$ cat src/rtl/nano_sequencer.sv
// nano_sequencer: control and sequencing unit of the nanoprocessor.
// Each instruction is two bytes: an opcode byte at pc (only bits [3:0] are
// decoded) and an operand-address byte at pc+1. Every instruction runs
// FETCH -> DECODE -> ADDR -> EXEC, four cycles, and always reads its operand.
// Ports:
//   clk, reset_n        clock, asynchronous active-low reset
//   ram_addr/we/wdata   RAM request (combinational from state and registers)
//   ram_rdata           RAM read data, one cycle after ram_addr
//   alu_i/a/b/cin       ALU inputs (opcode, acc, ram_rdata, carry)
//   alu_s/cout/z        ALU results, committed in EXEC of opcodes 0-9
//   acc, carry, zero    accumulator and C/Z flags (registered)
//   pc, halted          program counter and halt indicator (registered)
module nano_sequencer (
  input  logic       clk,
  input  logic       reset_n,
  output logic [7:0] ram_addr,
  output logic       ram_we,
  output logic [7:0] ram_wdata,
  input  logic [7:0] ram_rdata,
  output logic [3:0] alu_i,
  output logic [7:0] alu_a,
  output logic [7:0] alu_b,
  output logic       alu_cin,
  input  logic [7:0] alu_s,
  input  logic       alu_cout,
  input  logic       alu_z,
  output logic [7:0] acc,
  output logic       carry,
  output logic       zero,
  output logic [7:0] pc,
  output logic       halted
);

  localparam int unsigned DW  = 8;
  localparam int unsigned OPW = 4;

  localparam logic [OPW-1:0] OP_ROR   = 4'd9;
  localparam logic [OPW-1:0] OP_STORE = 4'd10;
  localparam logic [OPW-1:0] OP_JMP   = 4'd11;
  localparam logic [OPW-1:0] OP_JC    = 4'd12;
  localparam logic [OPW-1:0] OP_JZ    = 4'd13;
  localparam logic [OPW-1:0] OP_HALT  = 4'd14;

  typedef enum logic [2:0] {
    S_FETCH,
    S_DECODE,
    S_ADDR,
    S_EXEC,
    S_HALT
  } state_t;

  state_t          state_q, state_d;
  logic [OPW-1:0]  ir_q, ir_d;
  logic [DW-1:0]   ar_q, ar_d;
  logic [DW-1:0]   pc_d, acc_d;
  logic            carry_d, zero_d, halted_d;

  // ALU wiring is fixed; the ALU is purely combinational on these.
  assign alu_i     = ir_q;
  assign alu_a     = acc;
  assign alu_b     = ram_rdata;
  assign alu_cin   = carry;
  assign ram_wdata = acc;

  // State and architectural registers.
  always_ff @(posedge clk or negedge reset_n) begin
    if (!reset_n) begin
      state_q <= S_FETCH;
      ir_q    <= '0;
      ar_q    <= '0;
      pc      <= '0;
      acc     <= '0;
      carry   <= 1'b0;
      zero    <= 1'b0;
      halted  <= 1'b0;
    end else begin
      state_q <= state_d;
      ir_q    <= ir_d;
      ar_q    <= ar_d;
      pc      <= pc_d;
      acc     <= acc_d;
      carry   <= carry_d;
      zero    <= zero_d;
      halted  <= halted_d;
    end
  end

  // Next-state, register updates and RAM request.
  always_comb begin
    state_d  = state_q;
    ir_d     = ir_q;
    ar_d     = ar_q;
    pc_d     = pc;
    acc_d    = acc;
    carry_d  = carry;
    zero_d   = zero;
    halted_d = halted;
    ram_addr = pc;
    ram_we   = 1'b0;

    case (state_q)
      S_FETCH: begin
        ram_addr = pc;
        state_d  = S_DECODE;
      end
      S_DECODE: begin
        ir_d     = ram_rdata[OPW-1:0];
        ram_addr = pc + 8'd1;
        state_d  = S_ADDR;
      end
      S_ADDR: begin
        // Operand address goes straight to the RAM so the operand is
        // available in EXEC.
        ar_d     = ram_rdata;
        ram_addr = ram_rdata;
        state_d  = S_EXEC;
      end
      S_EXEC: begin
        ram_addr = ar_q;
        pc_d     = pc + 8'd2;
        state_d  = S_FETCH;
        if (ir_q <= OP_ROR) begin
          acc_d   = alu_s;
          carry_d = alu_cout;
          zero_d  = alu_z;
        end else begin
          case (ir_q)
            OP_STORE: ram_we = 1'b1;
            OP_JMP:   pc_d = ar_q;
            OP_JC:    if (carry) pc_d = ar_q;
            OP_JZ:    if (zero) pc_d = ar_q;
            OP_HALT: begin
              pc_d     = pc;
              state_d  = S_HALT;
              halted_d = 1'b1;
            end
            default: ;
          endcase
        end
      end
      S_HALT: begin
        ram_addr = pc;
      end
      default: state_d = S_FETCH;
    endcase
  end

endmodule

$ cat config.mk
export PLATFORM = sky130hd
export DESIGN_NAME = nano_sequencer
export DESIGN_NICKNAME = d
export VERILOG_FILES = /design/src/rtl/nano_sequencer.sv
export SDC_FILE = /design/constraint.sdc
export NUM_CORES = 1
export LEC_CHECK = 0
export CAP_MARGIN = 5
export CORE_ASPECT_RATIO = 0.75
export CORE_MARGIN = 2
export CORE_UTILIZATION = 45
export DETAILED_ROUTE_END_ITERATION = 8
export PLACE_DENSITY_LB_ADDON = 0.3
export SETUP_SLACK_MARGIN = 0.1
export SYNTH_ARGS = -nofsm -noshare
export SYNTH_HDL_FRONTEND = slang
export SYNTH_SLANG_ARGS = --single-unit
export TNS_END_PERCENT = 30
$ cat constraint.sdc
create_clock -name clk -period 1.87 [get_ports clk]
set_input_delay 0.374 -clock clk [delete_from_list [all_inputs] [get_ports clk]]
set_output_delay 0.374 -clock clk [all_outputs]
set_load 0.1 [all_outputs]
======== Word-level counts from Yosys, hierarchy flattened ========
Index checks and enable logic that the tools add are counted.
W data, S select, Z words.
storage, ports and cells
  bits in registers ....................... 34
  input port bits ......................... 20
  output and inout port bits .............. 57
  logic and storage cells ................. 37
operators by class
  add/sub/neg operators ................... 2
  magnitude comparators ................... 1
  equality and inequality tests ........... 10
  muxes and demuxes ....................... 11
  bitwise gates (word level) .............. 1
  reduce and logical (&&, ||, !) cells .... 4
operator list
  kind                   number
  $pmux W8 S4            1
  $mux W8                3
  $pmux W8 S3            1
  $eq A4 B4 Y1 const B   5
  $pmux W3 S5            1
  $add A8 B1 Y8 const B  1
  $add A8 B2 Y8 const B  1
  $eq A3 B2 Y1 const B   2
  $mux W3                2
  $le A4 B4 Y1 const B   1
  $reduce_and A2 Y1      2
  $eq A3 B1 Y1 const B   1
  $eq A3 B3 Y1 const B   1
  $logic_not A3 Y1       1
  $mux W1                3
  $reduce_and A3 Y1      1
  $ne A2 B2 Y1 const B   1
  $not A1 Y1             1

======== Longest topological paths before layout ========
Gate-level depths: netlist (run 1).
  word-level depth ........................ 4
  depth in mapped cells ................... 7
  depth with buffers taken out ............ 5

======== Worst setup path before layout (run 1) ========
OpenSTA, ideal clock, no wires.
  kind .................................... flip-flop to output port
  start ................................... register pc[1]
  end ..................................... output ram_addr[1]
  data arrival time ....................... 3607 ps
  data required time ...................... 1496 ps
  setup slack ............................. -2111 ps
  stages on the path, launching flop included .. 4
  path buffers ............................ 0
  path through ............................ dfrtp_1 ha_1 mux2i_1 a221oi_1
on the way
  longest elaborated chain between the ends .. 2
RTL lines
  what                    line  text
  from (decl)             30    output logic [7:0] pc,
  from (signal assigned)  80    pc <= pc_d;
  $add A8 B1 Y8           108   ram_addr = pc + 8'd1;
  $pmux W8 S3 *           101   case (state_q)
  to (decl)               16    output logic [7:0] ram_addr,
Mark *: on every way between the ends. The rest lies on a longest branch, timed or not.

======== Final worst setup path (run 1) ========
  start ................................... register state_q[1]
  end ..................................... output ram_addr[4]
on the way
  longest elaborated chain between the ends .. 2
  elaborated cells between the ends (all ways) .. 4
  those cells by class .................... eq/ne: 3; mux: 1
RTL lines
  what                                          line  text
  from (decl)                                   52    state_t state_q, state_d;
  from (signal assigned)                        77    state_q <= state_d;
  $eq A3 B2 Y1 or $eq A3 B1 Y1 (tied branches)  101
  $pmux W8 S3 *                                 101
Marked as above.

==> results of run 1 <==
==> synthesized netlist by cell type (5+ instances only) <==
master	n	share of area, %
nand2_1	22	3.9
o21ai_0	6	1.4
and3_1	8	2.4
buf_4	26	9.2
nand3_1	6	1.4
a21oi_1	9	2.1
buf_2	5	1.2
dfrtp_1	34	40
nor2_1	12	2.1
nand4_1	5	1.5
mux2_2	18	9.5
==> cell type report <==
cell class,count,area [sq um],share of cell area [%]
clock buffer,6,82.58,1.924
clock inverter,2,12.51,0.2915
inverter,4,15.01,0.3499
multi-input combinational,143,1305,30.41
sequential,34,893.4,20.82
tap,57,71.32,1.662
timing repair buffer,141,1912,44.55
==> placed cells by master (no fill, tap or decap), types with 5 or more instances in the layout <==
| cell | count |
|---|---|
| buf_12 | 58 |
| o21ai_1 | 5 |
| buf_6 | 8 |
| mux2_2 | 10 |
| clkdlybuf4s50_1 | 19 |
| nor2_1 | 9 |
| nand4_1 | 5 |
| mux2_4 | 8 |
| clkbuf_8 | 6 |
| nand3_1 | 5 |
| and3_4 | 5 |
| nand2_1 | 18 |
| dfrtp_1 | 20 |
| dfrtp_4 | 10 |
| buf_4 | 52 |
==> state kept, by name (all words and copies together) (netlist names) <==
name	flops
pc	8
halted	1
zero	1
state_q	3
alu_cin	1
ar_q	8
alu_i	4
acc	8
==> metal layers <==
layer / global-route usage, % / vias up / routed length [um]
li1: - / 979 / -
met1: 41.52 / 1244 / 3883
met2: 59.58 / 211 / 4932
met3: 12.45 / 53 / 1025
met4: 21.11 / 0 / 507
met5: 0 / - / 0
==> through the flow <==
step | setup slack, ps | std cells | setup TNS [ps] | util (%) | cell area, sq um
2_1_floorplan | -1070 | 218 | -6999 | - | 2305
3_3_place_gp | -258.2 | 366 | -905.0 | 85.49 | 3841
3_5_place_dp | -293.8 | 366 | -1237 | 85.49 | 3841
4_1_cts | -328.8 | 381 | -2308 | 91.67 | 4119
5_1_grt | -469.4 | 387 | -4219 | 95.52 | 4292
6_report | -441.7 | 387 | -3713 | 95.52 | 4292
==> critical path: cells and delay by family (launching register included) <==
family                 cells  cell delay (ps)
AO/OA/AOI/OAI              2              210
buffers and inverters      2              410
flip-flops                 1              460
AND/OR/NAND/NOR            2              540
==> logic make-up (layout without fill, tap and decap cells) <==
family / Yosys count / in the layout / synth area share [%]
and+or+nand+nor: 73 / 73 / 19.26
AOI/OAI and AO/OA: 44 / 44 / 14.55
buffers and inverters: 41 / 153 / 12.49
DFF: 34 / 34 / 40.05
muxes: 22 / 22 / 11.48
adders and majority gates: 3 / 3 / 1.767
xor gates and xnor gates: 1 / 1 / 0.4123
==> timing repair <==
item                                    in CTS  in global routing
setup buffers                                7                  6
pin swaps                                   21                 10
resized for setup                           35                 31
hold buffers                                 0                  0
endpoints found under the hold margin        0                  0
endpoints found under the setup margin      26                 27
==> worst max path at each step <==
stage	startpoint	endpoint	slack (ps)
2_1_floorplan	pc[1]	ram_addr[4]	-1070
3_3_place_gp	ram_rdata[6]	ram_addr[6]	-260
3_5_place_dp	ram_rdata[6]	ram_addr[6]	-290
4_1_cts	pc[1]	ram_addr[4]	-330
5_1_grt	state_q[1]	ram_addr[4]	-470
6_report	state_q[1]	ram_addr[4]	-440
==> impl_metrics.json, run 1 <==
{
  "synth_nets": 241,
  "whs_ps": 485.2,
  "cts.sinks": 34,
  "worst_pin_slew_ps": 594.1,
  "port_buffers": 76,
  "r2r-end": "pc[2]",
  "drt-initial-drc-count": 352,
  "r2r_slack_ps": -130,
  "cts_max_level": 2,
  "vias": 2487,
  "path_clk_slew_ps": 80,
  "ys_ff_latch": 34,
  "grt_setup_unrepaired": "yes",
  "route.detailed.drc": 0,
  "yosysSeqAreaShare_pct": 40.05,
  "drive_gt1_share_pct": 63.33,
  "grt_overflow_total": 0,
  "diodes": 0,
  "antenna_left": 0,
  "gp_congestion": 0.9103,
  "fp-row-count": 21,
  "synth_ff_type": "dfrtp_1",
  "yosysUniqueCellTypes": 47,
  "setup_viol": 15,
  "cts_buffers": 5,
  "slew_viol_final": 0,
  "violations": "setup timing",
  "synth_async_sr_flop_share_pct": 100.0,
  "cp-end-kind": "primary output",
  "hold_viol": 0,
  "r2r_cells": 5,
  "worst_path_largest_cell_delay_ps": 470,
  "hpwl_um": 5450,
  "relSlewSlack_pct": 60.40,
  "wl_per_cell_um": 26.74,
  "drv_cap": 0,
  "dieWidth_um": 83.34,
  "dr.pass1.iters": 5,
  "critPathArrivalTime_ps": 1940,
  "path_class": "reg -> out",
  "crit_fanout": 5,
  "initial_core_util_pct": 47.28,
  "syn_area_per_cell_sq_um": 9.746,
  "grt_pass1_vias": 2644,
  "hp-class": "in -> async",
  "clock.fmax_ghz": 0.4326,
  "synth_edf_count": 0,
  "clock_latency_ps": 310,
  "grt_start_max_net_pins": 35,
  "skew_ps": 6.077,
  "syn_area_sq_um": 2125,
  "crit_chain": "or3b_4 -> buf_6 -> nor2_4 -> o21ai_1 -> o211ai_1 -> clkbuf_16",
  "r2r-start": "alu_i[0]",
  "cp.required_ps": 1500,
  "clock-root-buffer": "clkbuf_8",
  "crit_path_start_kind": "flip-flop",
  "nNetsFinal": 352,
  "status": "finished with violations",
  "grt_pass1_wl_um": 14480,
  "grt_antenna_before_repair": 0,
  "fin_crit_sh_pct": 123.6,
  "dieArea_sq_um": 5293,
  "grt_usage_pct": 36.36,
  "avgViaCountPerCell": 6.426,
  "wl_um": 10350,
  "area_growth_pct": 102.0,
  "netlist_instances": 218,
  "dieHeight_um": 63.51,
  "fin_ws_ps": -441.7,
  "num-fill-cells": 88,
  "ios": 77,
  "synth_warnings": 0,
  "cts_tree": "yes",
  "critPathSlowestCell": "or3b_4",
  "min_period_ps": 2312,
  "clk_path_buf_depth": 2,
  "core-area_sq_um": 4493
}
Power of run 1 is left out: the tool's default activity adds up to more than one toggle a clock period on the data nets, which glitch-free logic cannot reach.
==> run 2, diff against run 1 <==
--- a/config.mk
+++ b/config.mk
@@ -12,6 +12,7 @@
 export DETAILED_ROUTE_END_ITERATION = 8
 export PLACE_DENSITY_LB_ADDON = 0.3
 export SETUP_SLACK_MARGIN = 0.1
+export SKIP_CTS_REPAIR_TIMING = 1
 export SYNTH_ARGS = -nofsm -noshare
 export SYNTH_HDL_FRONTEND = slang
 export SYNTH_SLANG_ARGS = --single-unit
==> impl_metrics.json, run 2 (synthesis results as in run 1) <==
{
  "ios": 77,
  "top_regs": "acc x8, ar_q x8, pc x8",
  "diodes": 0,
  "cts_max_level": 2,
  "setup_viol": 16,
  "critPathSlowestCell": "or3b_4",
  "cts.sinks": 34,
  "critical_path.top_delay_family": "compound AO/OA/AOI/OAI gates",
  "dieWidth_um": 83.34,
  "min_period_ps": 2495,
  "fin_ws_ps": -624.8,
  "finalNonFillerCells": 380,
  "r2r-start": "alu_i[0]",
  "num-fill-cells": 164,
  "grt_overflow_total": 0,
  "cp.buffers_inverters": 1,
  "slew_viol_final": 0,
  "dieHeight_um": 63.51,
  "crit_fanout": 5,
  "route.detailed.drc": 0,
  "grt_start_max_net_pins": 35,
  "dpl_worst_slack_ps": -293.8,
  "nNetsFinal": 345,
  "crit_path_start_kind": "flip-flop",
  "clock-root-buffer": "clkbuf_8",
  "grt_pass1_vias": 2349,
  "grt_usage_pct": 29.28,
  "critPathLaunch": "state_q[1]",
  "dr.pass1.iters": 7,
  "avgViaCountPerCell": 6.150,
  "hold_viol": 0,
  "core-area_sq_um": 4493,
  "drive_gt1_share_pct": 58.20,
  "cp.required_ps": 1500,
  "wl_um": 8914,
  "grt_antenna_before_repair": 0,
  "cts_tree": "yes",
  "vias": 2337,
  "fin_crit_sh_pct": 133.4,
  "critPathArrivalTime_ps": 2120,
  "fp-row-count": 21,
  "clk_path_buf_depth": 2,
  "antenna_left": 0,
  "initial_core_util_pct": 47.28,
  "gp_congestion": 0.9103,
  "port_buffers": 76,
  "post-place-cells": 366,
  "hp-class": "in -> async",
  "grt_setup_unrepaired": "yes",
  "dieArea_sq_um": 5293,
  "clock.fmax_ghz": 0.4008,
  "final_common_cell": "buf_12",
  "status": "finished with violations",
  "final_cell_mix": "buf_12 (58), buf_4 (53), dfrtp_1 (21), nand2_1 (20), clkdlybuf4s50_1 (19)",
  "violations": "setup timing",
  "area_growth_pct": 91.70,
  "relSlewSlack_pct": 58.64,
  "wl_per_cell_um": 23.46,
  "path_clk_slew_ps": 90,
  "worst_path_largest_cell_delay_ps": 480,
  "drv_cap": 0,
  "hpwl_um": 5450,
  "worst_pin_slew_ps": 620.3,
  "grt_pass1_wl_um": 12070,
  "clock_latency_ps": 320,
  "cp-end-kind": "primary output",
  "path_class": "reg -> out",
  "crit_chain": "or3b_4 -> a21oi_1 -> o21ai_0 -> o211ai_1 -> buf_12",
  "skew_ps": 16.78,
  "drt-initial-drc-count": 250,
  "cts_buffers": 5
}
[run 2: cell types whose count changed in the layout (fill, tap and decap cells not counted), sizes merged]
cell / previous run / this run
clkbuf: 8 / 6
buf: 120 / 115
[run 2: worst reg2reg max path, stage by stage, from the launching register on]
cell     delay (ps)
dfrtp_4         540
and3b_1         250
o31ai_4         570
buf_6           230
nand4_1         160
o311a_1         160
[run 2: path summary, 6_finish.rpt]
path	to	slack, ps	cells after the start
min reg2reg	ar_q[7]	540	1
min in group clk	ar_q[7]	540	1
max reg2reg	pc[4]	-150	5
min	state_q[1]	480	2
max	ram_addr[5]	-620	5
max in group asynchronous	pc[6]	1020	2
[run 2: cell type report]
type | count | area, sq um | share of cell area [%]
clock buffers | 6 | 82.58 | 2.028
clock inverters | 2 | 12.51 | 0.3072
inverters | 4 | 15.01 | 0.3687
multi-input cells | 143 | 1201 | 29.49
flip-flops and latches | 34 | 892.1 | 21.90
well taps | 57 | 71.32 | 1.751
repair buffers | 134 | 1798 | 44.15
[run 2: per-layer routing]
layer / up-vias / global-route usage [%] / wire length [um]
met5: - / 0 / 0
met4: 0 / 13.73 / 465
met3: 48 / 6.160 / 616
met2: 147 / 50.60 / 4401
met1: 1180 / 35.04 / 3430
li1: 962 / - / -
[run 2: metrics by stage]
| step | utilization (%) | TNS [ps] | cell area [sq um] | hold WS [ps] |
|---|---|---|---|---|
| after floorplan | - | -6999 | 2305 | 78.41 |
| after CTS | 87.61 | -3540 | 3936 | 501.3 |
| after global placement | 85.49 | -905.0 | 3841 | 514.5 |
| after global routing | 90.64 | -4585 | 4073 | 515.5 |
| after detailed placement | 85.49 | -1237 | 3841 | 526.7 |
| final | 90.64 | -4064 | 4073 | 479.9 |
Power of run 2 is left out for the same reason.
==> run 3, diff against run 2 <==
--- a/config.mk
+++ b/config.mk
@@ -5,14 +5,17 @@
 export SDC_FILE = /design/constraint.sdc
 export NUM_CORES = 1
 export LEC_CHECK = 0
+export ABC_AREA = 1
 export CAP_MARGIN = 5
 export CORE_ASPECT_RATIO = 0.75
 export CORE_MARGIN = 2
-export CORE_UTILIZATION = 45
+export CORE_UTILIZATION = 46
 export DETAILED_ROUTE_END_ITERATION = 8
+export MAX_ROUTING_LAYER = met4
 export PLACE_DENSITY_LB_ADDON = 0.3
 export SETUP_SLACK_MARGIN = 0.1
 export SKIP_CTS_REPAIR_TIMING = 1
+export SLEW_MARGIN = 15
 export SYNTH_ARGS = -nofsm -noshare
 export SYNTH_HDL_FRONTEND = slang
 export SYNTH_SLANG_ARGS = --single-unit
==> impl_metrics.json, run 3 <==
{
  "grt_pass1_wl_um": 12170,
  "synth-simple-area-share_pct": 28.44,
  "core-area_sq_um": 4546,
  "cp.required_ps": 1500,
  "wl_met1_um": 3184,
  "wl_um": 8129,
  "synth_adder_area_share_pct": 1.686,
  "area_growth_pct": 79.48,
  "synth.area.top_cells": "dfrtp_1 (38%), nand2_1 (13%), buf_4 (8.4%)",
  "yosysMostFrequentCell": "nand2_1",
  "grt_start_max_net_pins": 35,
  "grt_overflow_total": 0,
  "dieWidth_um": 84.33,
  "dieArea_sq_um": 5417,
  "crit_fanout": 5,
  "dr_wl_met3_um": 606,
  "dpl_cell_area_sq_um": 3727,
  "drt-initial-drc-count": 207,
  "hpwl_um": 5637,
  "fp-row-count": 21,
  "critPathArrivalTime_ps": 1780,
  "clk_path_buf_depth": 2,
  "clock_latency_ps": 290,
  "crit_path_start_kind": "flip-flop",
  "slew_viol_final": 0,
  "cts_max_level": 2,
  "path_clk_slew_ps": 70,
  "syn_area_per_cell_sq_um": 7.444,
  "synth_ff_type": "dfrtp_1",
  "syn_area_sq_um": 2226,
  "highest_layer": "met4",
  "muxShareOfSynthArea_pct": 1.012,
  "yosysUniqueCellTypes": 33,
  "grt_pass1_vias": 2431,
  "relSlewSlack_pct": 70.23,
  "port_buffers": 76,
  "synth_commonest_cells": "nand2_1 (76), inv_1 (40), dfrtp_1 (34)",
  "r2r_cells": 5,
  "drive_gt1_share_pct": 39.37,
  "skew_ps": 6.062,
  "fin_crit_sh_pct": 115.0,
  "final_common_cell": "nand2_1",
  "ios": 77,
  "status": "finished with violations",
  "initial_core_util_pct": 48.97,
  "dieHeight_um": 64.24,
  "yosysSeqAreaShare_pct": 38.22,
  "fin_ws_ps": -280.8,
  "gp_congestion": 1.008,
  "nNetsFinal": 403,
  "setup_viol": 9,
  "violations": "setup timing",
  "synth_top_family_by_area": "simple AND/OR/NAND/NOR gates",
  "min_period_ps": 2151,
  "grt_usage_pct": 29.94,
  "clock-root-buffer": "clkbuf_8",
  "synth_area_leader_cell": "dfrtp_1",
  "hold_viol": 0,
  "cts_tree": "yes",
  "netlist_instances": 299,
  "ys_ff_latch": 34,
  "synth_edf_count": 0,
  "synth-xor-area-share_pct": 1.180,
  "final_cell_mix": "nand2_1 (73), buf_12 (55), inv_1 (37), buf_4 (27), dfrtp_1 (24)",
  "synth_nets": 322,
  "path_class": "reg -> out",
  "route.detailed.drc": 0,
  "clock.fmax_ghz": 0.4649,
  "vias": 2515,
  "grt_setup_unrepaired": "yes",
  "final_cell_area_sq_um": 3995,
  "diodes": 0,
  "avgViaCountPerCell": 5.742,
  "drv_cap": 0,
  "top_regs": "acc x8, ar_q x8, pc x8",
  "dr_wl_met2_um": 3940,
  "synth_compound_gate_area_share_pct": 11.80,
  "antenna_left": 0,
  "grt_antenna_before_repair": 0,
  "yosysTopAreaCellShare_pct": 38.22,
  "dr.pass1.iters": 5,
  "worst_pin_slew_ps": 446.5,
  "synth_warnings": 0,
  "wl_per_cell_um": 18.56,
  "synth_async_sr_flop_share_pct": 100.0,
  "cts_buffers": 5,
  "cp-end-kind": "primary output",
  "hp-class": "in -> async",
  "cts.sinks": 34
}
## run 3: worst paths after layout
kind	from	endpoint	slack (ps)
setup / recovery	pc[1]	ram_addr[7]	-280
hold / removal	reset_n	acc[0]	490
setup reg to reg	alu_i[3]	acc[4]	240
hold reg to reg	state_q[2]	state_q[0]	500
max in group asynchronous	reset_n	pc[2]	1030
min in group clk	state_q[2]	state_q[0]	500
## run 3: layout make-up
| class | instances | area [sq um] |
|---|---|---|
| Multi-Input combinational cell | 190 | 1214 |
| Tap cell | 57 | 71.32 |
| Timing Repair Buffer | 104 | 1559 |
| Inverter | 45 | 181.4 |
| Sequential cell | 34 | 878.3 |
| Clock inverter | 1 | 5.005 |
| Clock buffer | 7 | 86.33 |
| Fill cell | 206 | 550.5 |
## run 3: through the flow
stage | worst slack (ps) | std cells | hold slack (ps) | utilization, % | TNS (ps)
after floorplan | -1000 | 299 | 78.41 | - | -3919
after global placement | -34.72 | 424 | 422.1 | 82.00 | -47.63
after detailed placement | -49.38 | 424 | 432.8 | 82.00 | -97.61
after CTS | -375.2 | 432 | 462.6 | 84.01 | -2185
after global routing | -338.0 | 438 | 524.4 | 87.89 | -2380
final | -280.8 | 438 | 485.1 | 87.89 | -1909
## run 3: cells by family after synthesis
logic type / Yosys count
and+or+nand+nor: 139
buffers and inverters: 75
xor gates and xnor gates: 3
DFF: 34
AOI/OAI and AO/OA: 43
muxes: 2
adders and majority gates: 3
## run 3: worst max-delay path, stage by stage (launching register included)
cell	delay, ps
dfrtp_4	530
buf_8	150
ha_4	160
nand2_4	70
inv_2	50
nand2_1	70
nand2_1	70
nand3_2	70
o2111ai_4	110
buf_12	190
## run 3: layer usage
metal  up-vias  global-route usage, %
li1       1104                      -
met1      1193                  37.62
met2       171                  47.82
met3        47                  6.331
met4         0                  11.29
met5         -                      -
Power of run 3 is left out for the same reason.
==> edit: new RTL, config.mk and constraints of run 1 <==
Put a register stage on the output `alu_b`, cleared by the reset. The value now appears one clock later. The other outputs are not delayed to match.
--- a/src/rtl/nano_sequencer.sv
+++ b/src/rtl/nano_sequencer.sv
@@ -58,7 +58,13 @@
   // ALU wiring is fixed; the ALU is purely combinational on these.
   assign alu_i     = ir_q;
   assign alu_a     = acc;
-  assign alu_b     = ram_rdata;
+  always_ff @(posedge clk or negedge reset_n) begin
+    if (!reset_n) begin
+      alu_b <= '0;
+    end else begin
+      alu_b <= ram_rdata;
+    end
+  end
   assign alu_cin   = carry;
   assign ram_wdata = acc;
 
Check against the original RTL: not equivalent (a bounded check fails within 4 cycles, from zero or initial values and one cycle with reset_n low).
==> edit against run 1 <==
The flow still finishes with violations (negative setup slack); area after synthesis rose by 8.3%; register-to-register slack improved by 170 ps; critical path type unchanged; setup slack got worse by 3.0 ps; cell area up 0.12%; non-clock buffer count down 19; wire length is 18% lower; sequential cell count rose by 8; count of clock-buffer cells in the layout rose by 1; first-iteration DRC count fell by 36%.
Power is not shown: default switching activity piles up to over one toggle a cycle in this logic, so the estimate is an artifact.
==> edit: results (changes against run 1) <==
Synth area leaders dfrtp_1 (46%), mux2_2 (9.8%), buf_4 (5.9%), and3_1 (3.0%), o21ai_0 (2.8%); Largest stage delay, worst path 530 ps (+60 ps); failing checks negative setup slack; syn_nets 247 (+2.5%); gpl congestion 0.878 (-3.6%); Tot GR Track Use 32.1% (-4.2 points); Critical Path End ram_addr[3]; Sum Neg Setup Slack -2830 ps (+884 ps); initial antenna violation count 0 (unchanged); Layout fillers 208 (+140%); layout cells sized above 1 58.2% (-5.1 points); first-pass GRT wire length 13.5 mm (-6.7%); PnR worst setup slack -445 ps (-3.02 ps); path depth of the worst reg2reg path 7 (+2); PortBufs 76 (unchanged); Num CTS Buffers 5 (unchanged); number of detailed-route iterations in the first pass 5 (unchanged); number of global-route vias before repair 2533 (-4.2%); FF-to-FF setup slack 40 ps (+170 ps); sequential share of the synthesized area 45.7% (+5.6 points); Setup Viol. Count Final 9 (-6); CP max FO 6 (+1); H-tree levels 2 (unchanged); yosys warns 0 (unchanged); via density per instance 6.00 (-6.6%); R2R Path End pc[0]; clock latency on the worst-skew pair 320 ps; Post-CTS Hold Buffers 0 (unchanged); largest buffer count on any clock path 2 (unchanged); Detailed Route Iter0 Violations 226 (-36%); status finished, violations left; DP Worst Slack -288 ps (+6.20 ps); Reg-to-Reg Start state_q[1]; clk slew on worst S/H paths 90 ps; Commonest cells post-synth dfrtp_1 (42), mux2_2 (20), buf_4 (18); Slowest cell on crit path dfrtp_4; crit path from pc[1]; Hold Path Class primary input to asynchronous set/reset pin; Worst EP arrival 1940 ps (about the same); Yosys cell types 47 (unchanged); DPL Wire Length 5.23 mm (-4.0%); Post-Route WL 8.54 mm (-18%); largest net degree at the start of global routing 43 (+23%); NumNets Final 345 (-2.0%); Layout Skew 15.9 ps (+9.80 ps); Slew @ Worst Pin 446 ps (-148 ps)
==> edit: cell types whose count changed after synthesis, moves of 5 or more <==
cell / change
dfrtp_1: +8
o21ai_0: +7
nand2_1: -7
inv_1: +5
buf_4: -8
nor2b_1: +6
==> edit: how the worst min path moves through the flow <==
stage	to	depth (start not counted)
6_report	acc[0]	2
5_1_grt	alu_b[0]	2
4_1_cts	alu_b[7]	2
3_5_place_dp	alu_b[0]	2
3_3_place_gp	acc[0]	2
2_1_floorplan	acc[0]	0
==> edit: cell families after synthesis <==
| family | synth area share, % |
|---|---|
| and+or+nand+nor | 16.2 |
| DFF | 45.7 |
| AOI/OAI and AO/OA | 13.5 |
| buffers and inverters | 10.9 |
| adders and majority gates | 1.63 |
| muxes | 11.7 |
| xor gates and xnor gates | 0.381 |
==> edit: worst max-delay path, delay by kind of cell, from the launching register on <==
kind / cells / cell delay [ps]
fa+ha+maj: 1 / 180
buf+inv: 1 / 190
flops: 1 / 530
compound gates: 3 / 550
simple gates: 1 / 170
==> edit: metal layers <==
metal	up-vias	wire length (um)	track usage (%)
met2	124	4350	54.1
met1	1153	3180	36.5
li1	976	-	-
met5	-	0	0
met4	0	475	18.9
met3	45	525	9.11
==> edit: what timing repair did <==
item / in CTS / in global routing
pin swaps: 16 / 9
setup buffers: 4 / 0
cloned: 0 / 0
resized for setup: 39 / 10
endpoints found under the setup margin: 27 / 16
==> edit: per-stage QoR <==
| step | area [um^2] | hold slack, ps | cells | utilization [%] |
|---|---|---|---|---|
| CTS | 4260 | 44.3 | 383 | 87.0 |
| finish | 4300 | 2.76 | 383 | 87.7 |
| global route | 4300 | 30.8 | 383 | 87.7 |
| detailed placement | 3950 | 371 | 371 | 80.7 |
| global placement | 3950 | 364 | 371 | 80.7 |
| floorplan | 2480 | 78.4 | 224 | - |
==> edit: layout make-up <==
type,count,share of cell area [%]
clock inverter,1,0.699
multi-input combinational,142,30.3
clock buffer,7,2.01
inverter,9,0.786
timing repair buffer,122,39.3
sequential,42,25.2
tap,60,1.75
